**src/rtl/int_param_sched.sv**
```systemverilog
// Interrupter parameter scheduler: soft-start ramp, burst gating and over-current lockout.
// Prescaled tick drives ramp/burst/decay timing; all outputs registered.
module int_param_sched #(
    parameter int CLK_MHZ     = 100,
    parameter int TICK_US     = 100,
    parameter int PAR_MAX_VAL = 255,
    parameter int FAULT_MAX   = 4,
    parameter int FAULT_DECAY = 8,
    localparam int W = $clog2(PAR_MAX_VAL + 1)
) (
    input  logic         clk,
    input  logic         rst,
    input  logic         en,
    input  logic [W-1:0] freq_tgt,
    input  logic [W-1:0] pw_tgt,
    input  logic [7:0]   burst_on,
    input  logic [7:0]   burst_off,
    input  logic         ocd_evt,
    input  logic         fault_clr,
    output logic [W-1:0] freq_par,
    output logic [W-1:0] pw_par,
    output logic         gate,
    output logic         fault,
    output logic [2:0]   state
);

    localparam int TICK_DIV = CLK_MHZ * TICK_US;
    localparam int PRE_W    = (TICK_DIV > 1) ? $clog2(TICK_DIV) : 1;
    localparam int FC_W     = $clog2(FAULT_MAX + 1);
    localparam int DC_W     = (FAULT_DECAY > 1) ? $clog2(FAULT_DECAY) : 1;

    typedef enum logic [2:0] {
        S_IDLE    = 3'd0,
        S_RAMP    = 3'd1,
        S_RUN_ON  = 3'd2,
        S_RUN_OFF = 3'd3,
        S_FAULT   = 3'd4
    } state_t;

    state_t          st;
    logic [PRE_W-1:0] pre;
    logic            tick;
    logic [FC_W-1:0] fcnt;
    logic [DC_W-1:0] dcnt;
    logic            trip;
    logic [7:0]      bcnt;

    assign tick  = (pre == PRE_W'(TICK_DIV - 1));
    assign trip  = (fcnt == FC_W'(FAULT_MAX));
    assign state = st;

    always_ff @(posedge clk or posedge rst) begin
        if (rst) begin
            pre <= '0;
        end else if (tick) begin
            pre <= '0;
        end else begin
            pre <= pre + 1'b1;
        end
    end

    // Counter is frozen while locked out so the trip stays latched until cleared.
    always_ff @(posedge clk or posedge rst) begin
        if (rst) begin
            fcnt <= '0;
            dcnt <= '0;
        end else if (st == S_FAULT) begin
            if (fault_clr && !en) begin
                fcnt <= '0;
                dcnt <= '0;
            end
        end else if (ocd_evt) begin
            if (!trip) begin
                fcnt <= fcnt + 1'b1;
            end
            dcnt <= '0;
        end else if (tick) begin
            if (dcnt == DC_W'(FAULT_DECAY - 1)) begin
                dcnt <= '0;
                if (fcnt != '0) begin
                    fcnt <= fcnt - 1'b1;
                end
            end else begin
                dcnt <= dcnt + 1'b1;
            end
        end
    end

    always_ff @(posedge clk or posedge rst) begin
        if (rst) begin
            st       <= S_IDLE;
            freq_par <= '0;
            pw_par   <= '0;
            gate     <= 1'b0;
            fault    <= 1'b0;
            bcnt     <= '0;
        end else if (st != S_FAULT && trip) begin
            st       <= S_FAULT;
            freq_par <= '0;
            pw_par   <= '0;
            gate     <= 1'b0;
            fault    <= 1'b1;
        end else begin
            if (tick && st != S_FAULT) begin
                freq_par <= freq_tgt;
            end
            unique case (st)
                S_IDLE: begin
                    pw_par <= '0;
                    gate   <= 1'b0;
                    if (en) begin
                        st   <= S_RAMP;
                        gate <= 1'b1;
                    end
                end
                S_RAMP: begin
                    if (!en) begin
                        st     <= S_IDLE;
                        pw_par <= '0;
                        gate   <= 1'b0;
                    end else if (pw_par >= pw_tgt) begin
                        st     <= S_RUN_ON;
                        pw_par <= pw_tgt;
                        bcnt   <= burst_on;
                    end else if (tick) begin
                        pw_par <= pw_par + 1'b1;
                    end
                end
                S_RUN_ON: begin
                    if (!en) begin
                        st     <= S_IDLE;
                        pw_par <= '0;
                        gate   <= 1'b0;
                    end else if (pw_tgt > pw_par) begin
                        st <= S_RAMP;
                    end else begin
                        if (pw_tgt < pw_par) begin
                            pw_par <= pw_tgt;
                        end
                        // burst_on == 0 means continuous: the counter is never consulted.
                        if (burst_on != 8'd0 && tick) begin
                            if (bcnt <= 8'd1) begin
                                if (burst_off != 8'd0) begin
                                    st   <= S_RUN_OFF;
                                    gate <= 1'b0;
                                    bcnt <= burst_off;
                                end else begin
                                    bcnt <= burst_on;
                                end
                            end else begin
                                bcnt <= bcnt - 8'd1;
                            end
                        end
                    end
                end
                S_RUN_OFF: begin
                    if (!en) begin
                        st     <= S_IDLE;
                        pw_par <= '0;
                        gate   <= 1'b0;
                    end else if (tick) begin
                        if (bcnt <= 8'd1) begin
                            st   <= S_RUN_ON;
                            gate <= 1'b1;
                            bcnt <= burst_on;
                        end else begin
                            bcnt <= bcnt - 8'd1;
                        end
                    end
                end
                S_FAULT: begin
                    pw_par <= '0;
                    gate   <= 1'b0;
                    if (fault_clr && !en) begin
                        st    <= S_IDLE;
                        fault <= 1'b0;
                    end
                end
                default: begin
                    st     <= S_IDLE;
                    pw_par <= '0;
                    gate   <= 1'b0;
                end
            endcase
        end
    end

endmodule

```
**config.mk**
```make
export PLATFORM = sky130hd
export DESIGN_NAME = int_param_sched
export DESIGN_NICKNAME = d
export VERILOG_FILES = /design/src/rtl/int_param_sched.sv
export SDC_FILE = /design/constraint.sdc
export NUM_CORES = 1
export LEC_CHECK = 0
export CAP_MARGIN = 20
export CORE_MARGIN = 1.5
export CORE_UTILIZATION = 31
export CTS_CLUSTER_DIAMETER = 40
export DETAILED_ROUTE_END_ITERATION = 8
export PLACE_DENSITY_LB_ADDON = 0.15
export REMOVE_ABC_BUFFERS = 1
export SYNTH_ARGS = -nofsm -noshare
export SYNTH_HDL_FRONTEND = slang
export SYNTH_SLANG_ARGS = --single-unit
```
**constraint.sdc**
```tcl
create_clock -name clk -period 6.56 [get_ports clk]
set_input_delay 1.312 -clock clk [delete_from_list [all_inputs] [get_ports clk]]
set_output_delay 1.312 -clock clk [all_outputs]
set_load 0.005 [all_outputs]
```
==> results.json <==
{
  "outcome": "complete, no violations",
  "antenna_found_initial": 0,
  "core_area_um2": 9729,
  "start_util_pct": 31.85,
  "dieArea_um2": 10610,
  "clock.fmax_mhz": 254.5,
  "layout_worst_path_cycle_share_pct": 59.89,
  "die_height_um": 103.0,
  "final_nets": 462,
  "grt_usage_pct": 15.95,
  "synthDistinctLibCells": 55,
  "synth_warnings": 0,
  "diodes": 0,
  "final-max-slew-violation-count": 0,
  "synth_area_per_cell_um2": 8.805,
  "max_slew_margin_pct": 37.44,
  "post_cts.repair.setup_buffers": 0,
  "reg2reg_slack_ns": 3.64,
  "hold_class": "reg -> reg",
  "synth.most_common_cell": "dfrtp_1",
  "gp_congestion": 0.9122,
  "cts.repair.resized": 0,
  "portBuffers": 57,
  "finalHoldViolCount": 0,
  "ys_top_cells_by_area": "dfrtp_1, ha_1, o21ai_0",
  "clockBufferDepth": 2,
  "row_count": 36,
  "grt_overflow": 0,
  "grt_max_degree": 50,
  "grt_pass1_vias": 2763,
  "arrival_ns": 4.12,
  "critPathRequiredTime_ns": 6.75,
  "power_density_nw_per_um2": 264.6,
  "cts_buffers": 5,
  "irDropWorstVdd_uv": 105.0,
  "rsz0062_at_grt": "no",
  "synth-seq-area-share_pct": 39.56,
  "tightest_slew_ns": 0.9365,
  "vias": 2832,
  "timing.setup.tns_ns": 0,
  "power_mw": 1.040,
  "maxCapViolations": 0,
  "final-setup-viol-count": 0,
  "clkSlewWorstSetupHoldPaths_ns": 0.10,
  "critical_path_class": "in -> reg",
  "drtAntennaViolNets": 0,
  "ys_ff_latch": 49,
  "vias_per_cell": 5.206,
  "p_leak_nw": 1.599,
  "postCtsHoldBufs": 0,
  "cp-end-kind": "register",
  "clkSinkCount": 49,
  "syn_to_final_growth_pct": 26.81,
  "fin_crit_ns": 3.929,
  "cts_max_level": 2,
  "place_hpwl_um": 5842,
  "drcViolationCount": 0,
  "totalWireLength_um": 7986,
  "clkLatencyLatePin_ns": 0.31,
  "io_pins": 58,
  "synth_top_cell_by_area": "dfrtp_1",
  "netlist_top_cells_count": "dfrtp_1, nand2_1, nor2_1, o21ai_0, inv_1",
  "netlist.area_leader.share_pct": 39.56,
  "wl_per_cell_um": 14.68,
  "finalClockSkew_ns": 0.01080,
  "ys_async_sr_fraction_pct": 100.0,
  "dr.first_iter.drc_count": 95,
  "crit_path_start_kind": "primary input",
  "cts_tree": "done",
  "netlist_instances": 352,
  "critical_path.max_fanout": 10,
  "die_x_um": 103.0,
  "first_pass_iters": 4,
  "grt_pass1_wl_um": 13250,
  "root_buffer": "clkbuf_8",
  "synth_edf_count": 0,
  "synth_area_um2": 3099,
  "drive_gt1_share_pct": 5.596,
  "yosys_most_used_dff": "dfrtp_1"
}
==> final cells by class <==
type / instances / area (um^2)
multi-input combinational: 272 / 1753
clock inverter: 2 / 16.27
clock buffer: 6 / 82.58
tap: 133 / 166.4
timing repair buffer: 60 / 603.1
sequential: 49 / 1226
fill: 1027 / 5799
inverter: 22 / 82.58
==> per-layer routing <==
layer / GRT usage [%] / share of wire (%) / wire length, um
met5: 0 / 0 / 0
met1: 22.17 / 50 / 4013
met3: 2.847 / 4.1 / 331
met2: 25.56 / 44 / 3545
met4: 4.470 / 1.2 / 95
==> final timing paths <==
kind / end / cells past startpoint / from
worst max-delay path: pw_par[4]$_DFFE_PP0P_ / 9 / pw_tgt[1]
worst min-delay path: pre[0]$_DFF_PP0_ / 1 / pre[0]$_DFF_PP0_
worst max register to register: pw_par[4]$_DFFE_PP0P_ / 9 / pw_par[1]$_DFFE_PP0P_
worst min register to register: pre[0]$_DFF_PP0_ / 1 / pre[0]$_DFF_PP0_
max in group asynchronous: state[2]$_DFFE_PP0P_ / 3 / rst
min in group asynchronous: freq_par[6]$_DFFE_PP0P_ / 2 / rst
==> worst max-delay path, stage by stage <==
cell	delay (ns)
clkdlybuf4s50_1	0.45
ha_1	0.31
nor2b_1	0.13
o211ai_1	0.11
a211oi_1	0.49
nor2_2	0.22
o31ai_2	0.69
or2_2	0.29
o21ai_0	0.11
==> registers in the layout, summed over array words and instances, names as in the netlist <==
name      count
state         3
gate          1
pre          14
pw_par        8
bcnt          8
fault         1
fcnt          3
dcnt          3
freq_par      8
==> report_power, final <==
| part | internal (mW) | switching (mW) | total [mW] |
|---|---|---|---|
| Clock | 0.0871 | 0.113 | 0.200 |
| Combinational | 0.178 | 0.247 | 0.425 |
| Sequential | 0.349 | 0.0658 | 0.415 |
| Total | 0.615 | 0.426 | 1.04 |
==> stage by stage <==
step	setup slack, ns	hold slack (ns)	instance area (um^2)	cells	utilization (%)
4_1_cts	2.664	0.4678	3905	542	40.14
5_1_grt	2.390	0.4878	3930	544	40.39
3_5_place_dp	2.340	0.4529	3806	534	39.12
3_3_place_gp	2.434	0.4509	3806	534	39.12
2_1_floorplan	3.254	0.4329	3062	343	-
6_report	2.631	0.4624	3930	544	40.39
==> logic make-up (layout without fill, tap and decap cells) <==
| logic type | after synthesis | after routing | share of synthesized area [%] |
|---|---|---|---|
| XOR/XNOR | 20 | 20 | 5.652 |
| multiplexers | 6 | 6 | 2.059 |
| adder cells (fa/ha/maj) | 15 | 15 | 6.298 |
| buffers and inverters | 31 | 90 | 3.875 |
| AO/OA/AOI/OAI | 98 | 98 | 20.39 |
| flip-flops | 49 | 49 | 39.56 |
| AND/OR/NAND/NOR | 133 | 133 | 22.16 |
==> layout by cell type, fill, tap and decap left out, types with 6 or more instances in the layout <==
cell and count:
dfrtp_1 49, inv_1 21, xnor2_1 11, nand3_1 15, o21ai_1 6, clkdlybuf4s50_1 57
nor2_1 30, ha_1 14, a21oi_1 20, a22o_1 8, nor2b_1 7, nand2_1 31
clkbuf_8 6, nor3_1 9, o21ai_0 28, nand2b_1 9, xor2_1 9, a22oi_1 9
No activity file was read; power rests on OpenSTA's default activity.
